## src/rtl/cache_pkg.sv

```systemverilog
// cache_pkg: shared widths and types for the cache / write-buffer / RAM slice.
//   DATA_W, ADDR_W, RAM_AW : datapath widths
//   CACHE_LINES, RAM_WORDS : geometry of the cache and backing RAM
//   wbuf_state_t           : write-buffer drain FSM states
//   wbuf_entry_t           : one buffered store (valid, reduced index, data)
package cache_pkg;
  localparam int DATA_W      = 32;
  localparam int ADDR_W      = 32;
  localparam int RAM_AW      = 12;
  localparam int CACHE_LINES = 64;
  localparam int RAM_WORDS   = 4096;

  typedef enum logic {IDLE, BUSY} wbuf_state_t;

  typedef struct packed {
    logic              valid;
    logic [RAM_AW-1:0] idx;
    logic [DATA_W-1:0] data;
  } wbuf_entry_t;
endpackage

```

## src/rtl/cache_write_buffer_fwd.sv

```systemverilog
// wbuf_fwd_match: combinational youngest-match search over the buffer.
//   i_vld/i_idx/i_data : entry storage, slot-indexed
//   i_head             : slot of the oldest entry
//   i_addr             : reduced lookup index
//   o_hit/o_data       : match flag and data of the youngest match (0 on miss)
module wbuf_fwd_match #(
  parameter int DATA_W = 32,
  parameter int RAM_AW = 12,
  parameter int DEPTH  = 4
) (
  input  logic [DEPTH-1:0]             i_vld,
  input  logic [DEPTH-1:0][RAM_AW-1:0] i_idx,
  input  logic [DEPTH-1:0][DATA_W-1:0] i_data,
  input  logic [$clog2(DEPTH)-1:0]     i_head,
  input  logic [RAM_AW-1:0]            i_addr,
  output logic                         o_hit,
  output logic [DATA_W-1:0]            o_data
);
  localparam int PW = $clog2(DEPTH);

  logic [PW-1:0] w_slot;

  // Walk oldest -> youngest; a later match overrides, so the youngest wins.
  always_comb begin
    o_hit  = 1'b0;
    o_data = '0;
    w_slot = '0;
    for (int k = 0; k < DEPTH; k++) begin
      w_slot = i_head + PW'(k);
      if (i_vld[w_slot] && (i_idx[w_slot] == i_addr)) begin
        o_hit  = 1'b1;
        o_data = i_data[w_slot];
      end
    end
  end
endmodule

```

## src/rtl/cache_write_buffer.sv

```systemverilog
// cache_write_buffer: posted-write FIFO between the cache and the 4096-word RAM.
//   wr_valid/wr_ready/wr_addr/wr_data : store intake (one-cycle completion)
//   fwd_addr/fwd_hit/fwd_data         : combinational read forwarding
//   ram_we/ram_addr/ram_wdata/ram_ack : in-order drain to RAM
//   count/full/empty                  : occupancy, in-flight entry included
// Optional: define WBUF_COALESCE_EN to merge a store into a matching
// buffered entry that is not yet in flight.
module cache_write_buffer #(
  parameter int DATA_W = cache_pkg::DATA_W,
  parameter int ADDR_W = cache_pkg::ADDR_W,
  parameter int RAM_AW = cache_pkg::RAM_AW,
  parameter int DEPTH  = 4
) (
  input  logic                     clk,
  input  logic                     rst_n,
  input  logic                     wr_valid,
  output logic                     wr_ready,
  input  logic [ADDR_W-1:0]        wr_addr,
  input  logic [DATA_W-1:0]        wr_data,
  input  logic [ADDR_W-1:0]        fwd_addr,
  output logic                     fwd_hit,
  output logic [DATA_W-1:0]        fwd_data,
  output logic                     ram_we,
  output logic [RAM_AW-1:0]        ram_addr,
  output logic [DATA_W-1:0]        ram_wdata,
  input  logic                     ram_ack,
  output logic [$clog2(DEPTH):0]   count,
  output logic                     full,
  output logic                     empty
);
  import cache_pkg::*;
  localparam int PW = $clog2(DEPTH);

  logic [DEPTH-1:0]             r_vld;
  logic [DEPTH-1:0][RAM_AW-1:0] r_idx;
  logic [DEPTH-1:0][DATA_W-1:0] r_data;
  logic [PW-1:0]                r_rd_ptr, r_wr_ptr;
  logic [PW:0]                  r_count;
  wbuf_state_t                  r_state, w_nxt_state;
  logic                         r_ram_we;
  logic [RAM_AW-1:0]            r_ram_addr;
  logic [DATA_W-1:0]            r_ram_wdata;

  logic              w_full, w_empty, w_coal, w_accept, w_alloc, w_pop;
  logic              w_load, w_load_hit;
  logic [PW-1:0]     w_coal_slot, w_wr_slot, w_load_slot;
  logic [RAM_AW-1:0] w_wr_idx, w_load_idx;
  logic [DATA_W-1:0] w_load_data;
  logic              w_unused_addr;

  assign w_wr_idx      = wr_addr[RAM_AW-1:0];
  assign w_unused_addr = ^{wr_addr[ADDR_W-1:RAM_AW], fwd_addr[ADDR_W-1:RAM_AW]};
  assign w_full        = (r_count == (PW+1)'(DEPTH));
  assign w_empty       = (r_count == '0);

`ifdef WBUF_COALESCE_EN
  // Any valid entry except the one already handed to RAM may absorb the store.
  always_comb begin
    w_coal      = 1'b0;
    w_coal_slot = '0;
    for (int i = 0; i < DEPTH; i++) begin
      if (r_vld[i] && (r_idx[i] == w_wr_idx) &&
          !((r_state == BUSY) && (PW'(i) == r_rd_ptr))) begin
        w_coal      = 1'b1;
        w_coal_slot = PW'(i);
      end
    end
  end
`else
  assign w_coal      = 1'b0;
  assign w_coal_slot = r_wr_ptr;
`endif

  assign wr_ready  = !w_full || w_coal;
  assign w_accept  = wr_valid && wr_ready;
  assign w_alloc   = w_accept && !w_coal;
  assign w_wr_slot = w_coal ? w_coal_slot : r_wr_ptr;
  assign w_pop     = (r_state == BUSY) && ram_ack;

  // Drain FSM: choose when to (re)load the RAM request and which slot feeds it.
  always_comb begin
    w_nxt_state = r_state;
    w_load      = 1'b0;
    w_load_slot = r_rd_ptr;
    if (r_state == IDLE) begin
      if (!w_empty) begin
        w_load      = 1'b1;
        w_nxt_state = BUSY;
      end
    end else if (ram_ack) begin
      if ((r_count != (PW+1)'(1)) || w_alloc) begin
        w_load      = 1'b1;
        w_load_slot = r_rd_ptr + 1'b1;
      end else begin
        w_nxt_state = IDLE;
      end
    end
  end

  // A store landing in the slot being loaded this edge must be bypassed,
  // otherwise RAM would get the pre-store contents.
  assign w_load_hit  = w_accept && (w_wr_slot == w_load_slot);
  assign w_load_idx  = w_load_hit ? w_wr_idx : r_idx[w_load_slot];
  assign w_load_data = w_load_hit ? wr_data  : r_data[w_load_slot];

  always_ff @(posedge clk or negedge rst_n) begin
    if (!rst_n) begin
      r_state     <= IDLE;
      r_rd_ptr    <= '0;
      r_wr_ptr    <= '0;
      r_count     <= '0;
      r_vld       <= '0;
      r_ram_we    <= 1'b0;
      r_ram_addr  <= '0;
      r_ram_wdata <= '0;
    end else begin
      r_state <= w_nxt_state;
      if (w_pop) begin
        r_vld[r_rd_ptr] <= 1'b0;
        r_rd_ptr        <= r_rd_ptr + 1'b1;
      end
      if (w_accept) r_vld[w_wr_slot] <= 1'b1;
      if (w_alloc)  r_wr_ptr <= r_wr_ptr + 1'b1;
      r_count <= r_count + (PW+1)'(w_alloc) - (PW+1)'(w_pop);
      if (w_load) begin
        r_ram_we    <= 1'b1;
        r_ram_addr  <= w_load_idx;
        r_ram_wdata <= w_load_data;
      end else if (w_pop) begin
        r_ram_we <= 1'b0;
      end
    end
  end

  // Payload storage needs no reset; r_vld qualifies every slot.
  always_ff @(posedge clk) begin
    if (w_accept) begin
      r_idx[w_wr_slot]  <= w_wr_idx;
      r_data[w_wr_slot] <= wr_data;
    end
  end

  wbuf_fwd_match #(.DATA_W(DATA_W), .RAM_AW(RAM_AW), .DEPTH(DEPTH)) u_fwd (
    .i_vld  (r_vld),
    .i_idx  (r_idx),
    .i_data (r_data),
    .i_head (r_rd_ptr),
    .i_addr (fwd_addr[RAM_AW-1:0]),
    .o_hit  (fwd_hit),
    .o_data (fwd_data)
  );

  assign ram_we    = r_ram_we;
  assign ram_addr  = r_ram_addr;
  assign ram_wdata = r_ram_wdata;
  assign count     = r_count;
  assign full      = w_full;
  assign empty     = w_empty;
endmodule

```

## config.mk

```make
export PLATFORM = sky130hd
export DESIGN_NAME = cache_write_buffer
export DESIGN_NICKNAME = d
export VERILOG_FILES = /design/src/rtl/cache_pkg.sv /design/src/rtl/cache_write_buffer_fwd.sv /design/src/rtl/cache_write_buffer.sv
export SDC_FILE = /design/constraint.sdc
export NUM_CORES = 1
export LEC_CHECK = 0
export CORE_UTILIZATION = 45
export DETAILED_ROUTE_END_ITERATION = 16
export PLACE_DENSITY_LB_ADDON = 0.2
export SLEW_MARGIN = 20
export SYNTH_ARGS = -nofsm -noshare
export SYNTH_HDL_FRONTEND = slang
export SYNTH_SLANG_ARGS = --single-unit
```

## constraint.sdc

```tcl
create_clock -name clk -period 4.87 [get_ports clk]
set_clock_uncertainty 0.05 [all_clocks]
set_input_delay 0.7305 -clock clk [delete_from_list [all_inputs] [get_ports clk]]
set_output_delay 0.7305 -clock clk [all_outputs]
set_load 0.01 [all_outputs]
```

-- Word-level counts from Yosys, hierarchy flattened
Index checks and enable logic that the tools add are counted.
- output and inout port bits: 84
- flip-flop bits (word level): 233
- word-level logic and storage cells: 114
- multiplexer cells: 61
- $add $sub $neg: 6
- reduce and logical (&&, ||, !) cells: 13
- order comparisons: 8
- bitwise gates (word level): 3
- equality and inequality tests: 7
- operator list (kind ; count):
    32-bit 2-to-1 mux ; 11
    32-bit binary-select mux with 2-bit select ; 5
    128-bit bitwise mux ; 1
    12-bit binary-select mux with 2-bit select ; 5
    12-bit 2-to-1 mux ; 7
    32-bit demux with 2-bit select ; 1
    48-bit bitwise mux ; 1
    12-bit equality test ; 4
    12-bit demux with 2-bit select ; 1
    2-bit by 3-bit less-than comparator with 1-bit output (second input constant) ; 6
    1-bit 2-to-1 mux ; 18
    1-bit logical AND ; 9
    1-bit binary-select mux with 2-bit select ; 4
    4-bit 2-to-1 mux ; 2
    2-bit 2-to-1 mux ; 3
    2-bit by 1-bit adder with 2-bit output (second input constant) ; 2
    2-bit adder (second input constant) ; 2
    4-bit AND ; 1
    1-bit demux with 2-bit select ; 2
    2-bit by 1-bit >= comparator with 1-bit output (second input constant) ; 2
    4-bit inverter ; 1
    4-bit bitwise OR ; 1
    3-bit by 1-bit adder with 3-bit output ; 1
    3-bit equality test (second input constant) ; 1
    7 further kinds ; 7

-- Depth between registers and ports, before layout
Gate-level depths: netlist (run 1).
- depth after elaboration: 10
- mapped depth: 21
- gate-level depth less buffers: 10

-- Modules after synthesis
From an unflattened synthesis (run 1), not the netlist that was laid out.
- cells, all modules: 1518
- area, all modules: 17065.1 um^2
- modules (own cells, without submodules) (module ; cells an instance ; seq. area each (um^2) ; instances ; area an instance (um^2)):
    cache_write_buffer ; 753 ; 6711.4 ; 1 ; 11315.9
    wbuf_fwd_match ; 765 ; 0.0 ; 1 ; 5749.3

-- Least setup slack after synthesis (run 1)
Ideal clock, no wire load.
- path type: flip-flop to output port
- from: register r_rd_ptr[1]
- to: output port fwd_data[29]
- path buffers: 10
- stages on the path, launching flop included: 20
- data arrival time: 4.654 ns
- path slack: -0.565 ns
- path through: dfrtp_1 > buf_2 > buf_2 > buf_2 > buf_2 > clkbuf_1 > clkbuf_1 > inv_1 > ha_1 > clkbuf_1 > buf_2 > mux4_2 > xnor2_1 > nand4_1 > nor4_2 > and2_1 > buf_2 > buf_2 > nand2_1 > a32oi_1
- longest elaborated chain between the ends: 8
- elaborated cells on any way between the ends: 39
- those cells by class: add/sub: 3; eq/ne: 4; mux: 28; reduce/logical: 4
- RTL lines (item ; line ; RTL):
    start: declaration ; cache_write_buffer.sv:37 ; logic [PW-1:0] r_rd_ptr, r_wr_ptr;
    start signal: assignment ; cache_write_buffer.sv:120 ; r_rd_ptr <= r_rd_ptr + 1'b1;
    2-bit by 1-bit adder with 2-bit output / 12-bit binary-select mux with 2-bit select (equally long branches) ; cache_write_buffer_fwd.sv:29, cache_write_buffer_fwd.sv:30 ;
    12-bit binary-select mux with 2-bit select / 12-bit 2-to-1 mux (equally long branches) ; cache_write_buffer_fwd.sv:30 ; if (i_vld[w_slot] && (i_idx[w_slot] == i_addr)) begin
    12-bit 2-to-1 mux (not written as such) / 12-bit equality test (equally long branches) ; cache_write_buffer_fwd.sv:30 ;
    12-bit equality test / 1-bit logical AND (equally long branches) ; cache_write_buffer_fwd.sv:30 ;
    1-bit logical AND / 32-bit 2-to-1 mux (equally long branches) ; cache_write_buffer_fwd.sv:30 ;
    32-bit 2-to-1 mux (2 in series) ; cache_write_buffer_fwd.sv:30 ;
    32-bit 2-to-1 mux (*) ; cache_write_buffer_fwd.sv:30 ;
    end: declaration ; cache_write_buffer.sv:22 ; output logic [DATA_W-1:0] fwd_data,
Mark *: on every way between the ends. The rest lies on a longest branch, timed or not. The select of a mux whose other input is x is not followed.

-- Worst setup path in the final report (run 1)
- from: register r_rd_ptr[0]
- to: output port fwd_data[14]
- elaborated cells on any way between the ends: 39
- those cells by class: add/sub: 3; eq/ne: 4; mux: 28; reduce/logical: 4
- RTL lines (item ; line ; RTL):
    2-bit adder (*) ; cache_write_buffer_fwd.sv:29 ; w_slot = i_head + PW'(k);
    via u_fwd.w_slot[0] ; cache_write_buffer_fwd.sv:21 ; logic [PW-1:0] w_slot;
    12-bit binary-select mux with 2-bit select ; cache_write_buffer_fwd.sv:30 ;
    12-bit 2-to-1 mux (not written as such) ; cache_write_buffer_fwd.sv:30 ;
    12-bit equality test ; cache_write_buffer_fwd.sv:30 ;
    1-bit logical AND ; cache_write_buffer_fwd.sv:30 ;
    32-bit 2-to-1 mux (*) ; cache_write_buffer_fwd.sv:30 ;
Mark *: on every way through the listed nets, which the timed path passes. The rest lies on a longest branch. The select of a mux whose other input is x is not followed.

==> impl_metrics.ini, run 1 <==
[place]
gp_congestion = 0.8563
hpwlAfterDp_um = 22920
io_buffer_count = 143
place_inst = 1558
dp_slack_ps = 201.0
place_area_um2 = 17370

[routing]
drc_errors = 0
wl_um = 38940
viasPerCell = 6.198
ant_nets = 0
vias = 10100
first_iter_violations = 852
wl_per_cell_um = 23.89
firstDrtPassIters = 5

[logic_synthesis]
synthArstFlopShare_pct = 24.46
synth_top_family_by_area = multiplexers
synth-edff-count = 176
ys_warn_count = 0
synth_area_leaders = edfxtp_1 34%, mux4_2 31%, dfrtp_1 9.3%
synthSimpleGateAreaFrac_pct = 5.400
synthFlopType = edfxtp_1
synth-xor-area-share_pct = 3.418
synth_fa_ha_area_share_pct = 0.9462
yosysTopAreaCell = edfxtp_1
synth_compound_area_share_pct = 7.448
ys_types = 51
synthesis.area_um2 = 15340
synth-seq-cells = 233
syn_avg_cell_area_um2 = 14.99
ys_top_cells_by_count = 210 x mux4_2, 176 x edfxtp_1, 156 x nand2_1, 72 x mux2i_1, 57 x dfrtp_1
synthMuxAreaShare_pct = 35.61
yosysSeqAreaShare_pct = 43.76
synth.most_common_cell = mux4_2
netlist_instances = 1023
synth_fp_nets = 1134
yosysTopAreaCellShare_pct = 34.46

[cts]
numClockSinks = 233
cts_tree = yes
cts_buffer_depth = 3
clk_pin_slew_ps = 60
numCtsBuffers = 28
htreeDepth = 1
cts_hold_buffers = 0
worstSkewPairLatency_ps = 580
cts_root_buffer = clkbuf_16

[final_layout]
final_core_util_pct = 55.62
stdcell_area_um2 = 18650
fin_cells = 1630
antennaDiodeCount = 0
layout.nets = 1271
syn_to_final_growth_pct = 21.60
seq_area_um2 = 6719
nFillCells = 2732
drive_above_1_share_pct = 32.49
multi_input_area_um2 = 8294

[critical_path]
start_kind = flop
crit_required_ps = 4090
critPathKind = reg -> out
crit_arrival_ps = 3990
crit_path_max_fanout = 16
setup.worst_path.end_class = output pin

[timing]
relSlewSlack_pct = 41.95
fin_crit_ps = 4775
finalSetupTns_ps = 0
worst_slack_ps = 95.18
hold_viol_final = 0
worst_slew_pin_slew_ps = 870.8
holdWs_ps = 57.78
finalCritPeriodShare_pct = 98.05
max_freq_ghz = 0.2094
finalSetupViolCount = 0
drv_slew = 0
rsz0062_at_grt = no

[global_route]
grt_pass1_wl_um = 60280
grt.total_usage_pct = 22.54
first_global_vias = 10190
grt_max_degree = 59
gr-total-overflow = 0
antenna_found_initial = 2

[hold_path]
hold_class = in -> async

[floorplanning]
core_um2 = 33530
die_area_um2 = 34830
start_util_pct = 45.74
die_width_um = 186.6
placement_rows = 67
die_h_um = 186.6
ioPinCount = 184

[power]
power_density_nw_per_um2 = 658.8
peakVddDrop_mv = 0.7765
power_mw = 12.29
leakage_nw = 6.510

[flow_run]
cap_violations = 0

[outcome]
status = finished, final reports clean
-- per-layer routing --
metal,global-route usage (%),routed length (um),vias to the layer above
li1,-,-,4425
met1,31.79,16930,5248
met2,36.22,18660,383
met3,4.307,2743,43
met4,5.454,571,4
met5,0,24,-
-- worst max-delay path: stages (launching register included) --
cell and delay, ps:
dfrtp_4 460, clkinv_1 130, ha_4 310, buf_6 150, buf_4 160, mux4_2 530, xor2_2 180, nor4_4 360
and2_4 230, bufbuf_16 310, nand2_1 80, a32oi_2 250, clkdlybuf4s15_1 270
-- registers in the layout, summed over array words and instances, names as in the netlist, 2 cells and up --
| name | cells |
|---|---|
| r_idx | 48 |
| count | 3 |
| r_vld | 4 |
| ram_addr | 12 |
| ram_wdata | 32 |
| r_wr_ptr | 2 |
| r_rd_ptr | 2 |
| r_data | 128 |
-- kinds of logic (layout without fill, tap and decap cells) --
logic type                 Yosys count  in the layout
AOI/OAI and AO/OA                  132            132
xor gates and xnor gates            59             59
adders and majority gates           11             11
buffers and inverters              106            265
DFF                                233            233
muxes                              283            283
and+or+nand+nor                    199            199
-- cell type report --
cell class                 count  share of cell area, %
multi-input combinational    684                  44.47
sequential                   233                  36.02
timing repair buffer         201                  11.26
clock buffer                  35                  3.898
tap                          448                  3.005
clock inverter                17                  1.100
inverter                      12                 0.2415
-- power breakdown --
group	leakage, nW	switching (mW)	internal, mW
registers	2.30	0.426	2.74
logic	3.78	3.20	3.81
clock network	0.433	0.884	1.23
-- path summary, 6_finish.rpt --
kind                                         start                  endpoint  slack, ps  cells after the start
min in group clk           ram_addr[7]$_DFFE_PN0P_   ram_addr[7]$_DFFE_PN0P_        430                      2
hold / removal                               rst_n  ram_wdata[6]$_DFFE_PN0P_         60                      1
setup reg to reg           r_rd_ptr[0]$_DFFE_PN0P_   ram_addr[8]$_DFFE_PN0P_       1000                     12
max in group asynchronous                    rst_n   r_rd_ptr[0]$_DFFE_PN0P_       3590                      2
hold reg to reg            ram_addr[7]$_DFFE_PN0P_   ram_addr[7]$_DFFE_PN0P_        430                      2
setup / recovery           r_rd_ptr[0]$_DFFE_PN0P_              fwd_data[14]        100                     12
-- layout by cell type (no fill, tap or decap), drive strengths merged, types with 2 or more instances in the layout --
master and n:
a211oi 4, a21o 4, a21oi 3, a32oi 32, and2 2, and3 5, buf 55, bufbuf 3
bufinv 3, clkbuf 46, clkdlybuf4s15 11, clkdlybuf4s50 109, clkinv 8, clkinvlp 6, dfrtp 57, dlygate4sd2 12
edfxtp 176, ha 10, inv 12, mux2i 72, mux4 210, nand2 156, nand3 2, nand4 4
nor2 14, nor2b 2, nor3 5, nor4 6, o2111ai 2, o21ai 47, o21bai 31, xnor2 40
xor2 19
-- what timing repair did --
item / 4_1_cts / 5_1_grt
endpoints found under the setup margin: 33 / 29
gates resized for setup: 52 / 38
pin swaps: 4 / 3
buffers inserted: 12 / 3
gates cloned: 4 / 1
endpoints found under the hold margin: 0 / 0
Power figures use the tool's default switching activity.
==> inputs of run 2 (changes only) <==
--- a/config.mk
+++ b/config.mk
@@ -5,7 +5,7 @@
 export SDC_FILE = /design/constraint.sdc
 export NUM_CORES = 1
 export LEC_CHECK = 0
-export CORE_UTILIZATION = 45
+export CORE_UTILIZATION = 52
 export DETAILED_ROUTE_END_ITERATION = 16
 export PLACE_DENSITY_LB_ADDON = 0.2
 export SLEW_MARGIN = 20
==> run 2 against run 1 <==
Effect of this change:
- combinational power down 0.9%
- utilization rose by 7.8 points
- fmax grew 0.68%
- critical path depth increased by 1
- design area down 1.9%
- routed wire length decreased by 3.1%
- via count up 0.76%
- die area shrank 13%
- count of clock-buffer cells in the layout up 7
- sequential power barely moved
- power shrank 2.5%
- largest cell class unchanged
- highest routed layer unchanged
==> impl_metrics.ini, run 2 (synthesis results as in run 1) <==
[power]
power_density_nw_per_um2 = 654.9
p_clk_share_pct = 15.6
p_sw_share_pct = 36.61
power_switching_mw = 4.388
peakVddDrop_mv = 0.4463
pwr-share-comb_pct = 58.0
share_seq_of_total_power_pct = 26.4
power_mw = 11.99
cell_internal_pwr_mw = 7.597
leakage_nw = 6.462

[timing]
relSlewSlack_pct = 26.24
fin_crit_ps = 4742
max_freq_ghz = 0.2109
finalCritPeriodShare_pct = 97.38
rsz0062_at_grt = no
drv_slew = 0
holdWs_ps = 275.9
finalSetupViolCount = 0
worst_slack_ps = 127.6
worst_slew_pin_slew_ps = 1106
hold_viol_final = 0
finalSetupTns_ps = 0

[floorplanning]
die_area_um2 = 30190
die_h_um = 173.7
ioPinCount = 184
placement_rows = 62
core_um2 = 28860
start_util_pct = 53.15
die_width_um = 173.7

[critical_path]
rr_worst_depth = 10
crit_arrival_ps = 3960
critical-path-max-stage-delay_ps = 500
reg2reg_setup_slack_ps = 1330
critPathKind = reg -> out
path_cells = clkinv_1 > ha_4 > buf_12 > buf_4 > mux4_2 > xor2_1 > nor2_1 > o221a_4 > and2_4 > buf_12 > nand2_1 > a32oi_2 > dlygate4sd2_1
path_common_cell = buf_12
cp.depth = 13
start_kind = flop
crit_slowest_cell = mux4_2
worstReg2RegStart = r_rd_ptr[0]$_DFFE_PN0P_
reg2reg_to = ram_wdata[16]$_DFFE_PN0P_
crit_path_max_fanout = 16
critPathBufInv = 5
setup.worst_path.end_class = output pin
crit_required_ps = 4090
crit_family = buffers and inverters

[place]
io_buffer_count = 143
hpwlAfterDp_um = 24000
dp_slack_ps = 109.0
gp_congestion = 0.8283

[final_layout]
multi_input_area_um2 = 8269
layout_common_cells = 210 x mux4_2, 176 x edfxtp_1, 156 x nand2_1
syn_to_final_growth_pct = 19.31
antennaDiodeCount = 0
largest-register = r_data
nFillCells = 2132
largest_reg_flops = 128
final_core_util_pct = 63.41
drive_above_1_share_pct = 32.29
final_common_cell = mux4_2
layout.nets = 1274
seq_area_um2 = 6719

[routing]
firstDrtPassIters = 5
vias = 10180
wl_um = 37720
ant_nets = 0
wl_per_cell_um = 24.07
first_iter_violations = 839
viasPerCell = 6.496
drc_errors = 0

[cts]
cts_buffer_depth = 3
numClockSinks = 233
cts_tree = yes
htreeDepth = 1
clk_pin_slew_ps = 60
numCtsBuffers = 26
cts_root_buffer = clkbuf_16
worstSkewPairLatency_ps = 530
cts_hold_buffers = 0

[global_route]
gr-total-overflow = 0
met3_usage_pct = 3.882
antenna_found_initial = 1
grt_max_degree = 67
grt_pass1_wl_um = 59630
met2_usage_pct = 41.98
grt_use_met1_pct = 36.47
grt.total_usage_pct = 25.55
top_usage_layer = met2
first_global_vias = 10170

[flow_run]
cap_violations = 0

[hold_path]
hold_class = in -> async

[outcome]
status = finished, final reports clean
## run 2: cell types whose count changed in the layout (fill, tap and decap cells not counted), sizes merged, moves of 2 or more
cell | previous run | this run
bufbuf | 3 | 0
buf | 55 | 66
clkdlybuf4s15 | 11 | 2
bufinv | 3 | 1
clkbuf | 46 | 57
clkinvlp | 6 | 0
inv | 12 | 10
## run 2: power by group through the flow
stage          Sequential [mW]  Clock [mW]  Combinational [mW]
3_5_place_dp              3.19           0                6.83
3_3_place_gp              3.15           0                6.78
4_1_cts                   3.15        1.90                6.97
2_1_floorplan             3.16           0                5.05
5_1_grt                   3.23        1.97                7.47
6_report                  3.16        1.87                6.95
## run 2: how the worst max path moves through the flow
stage | startpoint | slack, ps | end
floorplan | r_rd_ptr[1]$_DFFE_PN0P_ | 9 | fwd_data[21]
global placement | fwd_addr[3] | 140 | fwd_data[0]
detailed placement | fwd_addr[11] | 110 | fwd_data[2]
CTS | r_rd_ptr[0]$_DFFE_PN0P_ | 20 | fwd_hit
global route | r_rd_ptr[0]$_DFFE_PN0P_ | 2 | fwd_data[14]
finish | r_rd_ptr[0]$_DFFE_PN0P_ | 130 | fwd_data[29]
## run 2: area by class of cell
type                    count  share of cell area (%)
clock buffers              42                   4.109
clock inverters             6                  0.2940
inverters                  12                  0.2461
multi-input cells         684                   45.19
flip-flops and latches    233                   36.72
well taps                 384                   2.625
repair buffers            206                   10.82
## run 2: routing by layer
layer	vias to the layer above	wire (um)
li1	4440	-
met1	5276	15940
met2	422	18640
met3	40	2654
met4	2	472
met5	-	11
## run 2: through the flow
step | instance area, um2 | cells
finish | 18300 | 1567
global route | 18300 | 1567
CTS | 18280 | 1566
detailed placement | 17410 | 1512
global placement | 17410 | 1512
floorplan | 15370 | 1023
## run 2: repair_timing
action | in CTS | in global routing
resized for setup | 39 | 41
pin swaps | 2 | 1
setup buffers | 6 | 1
endpoints found under the setup margin | 33 | 28
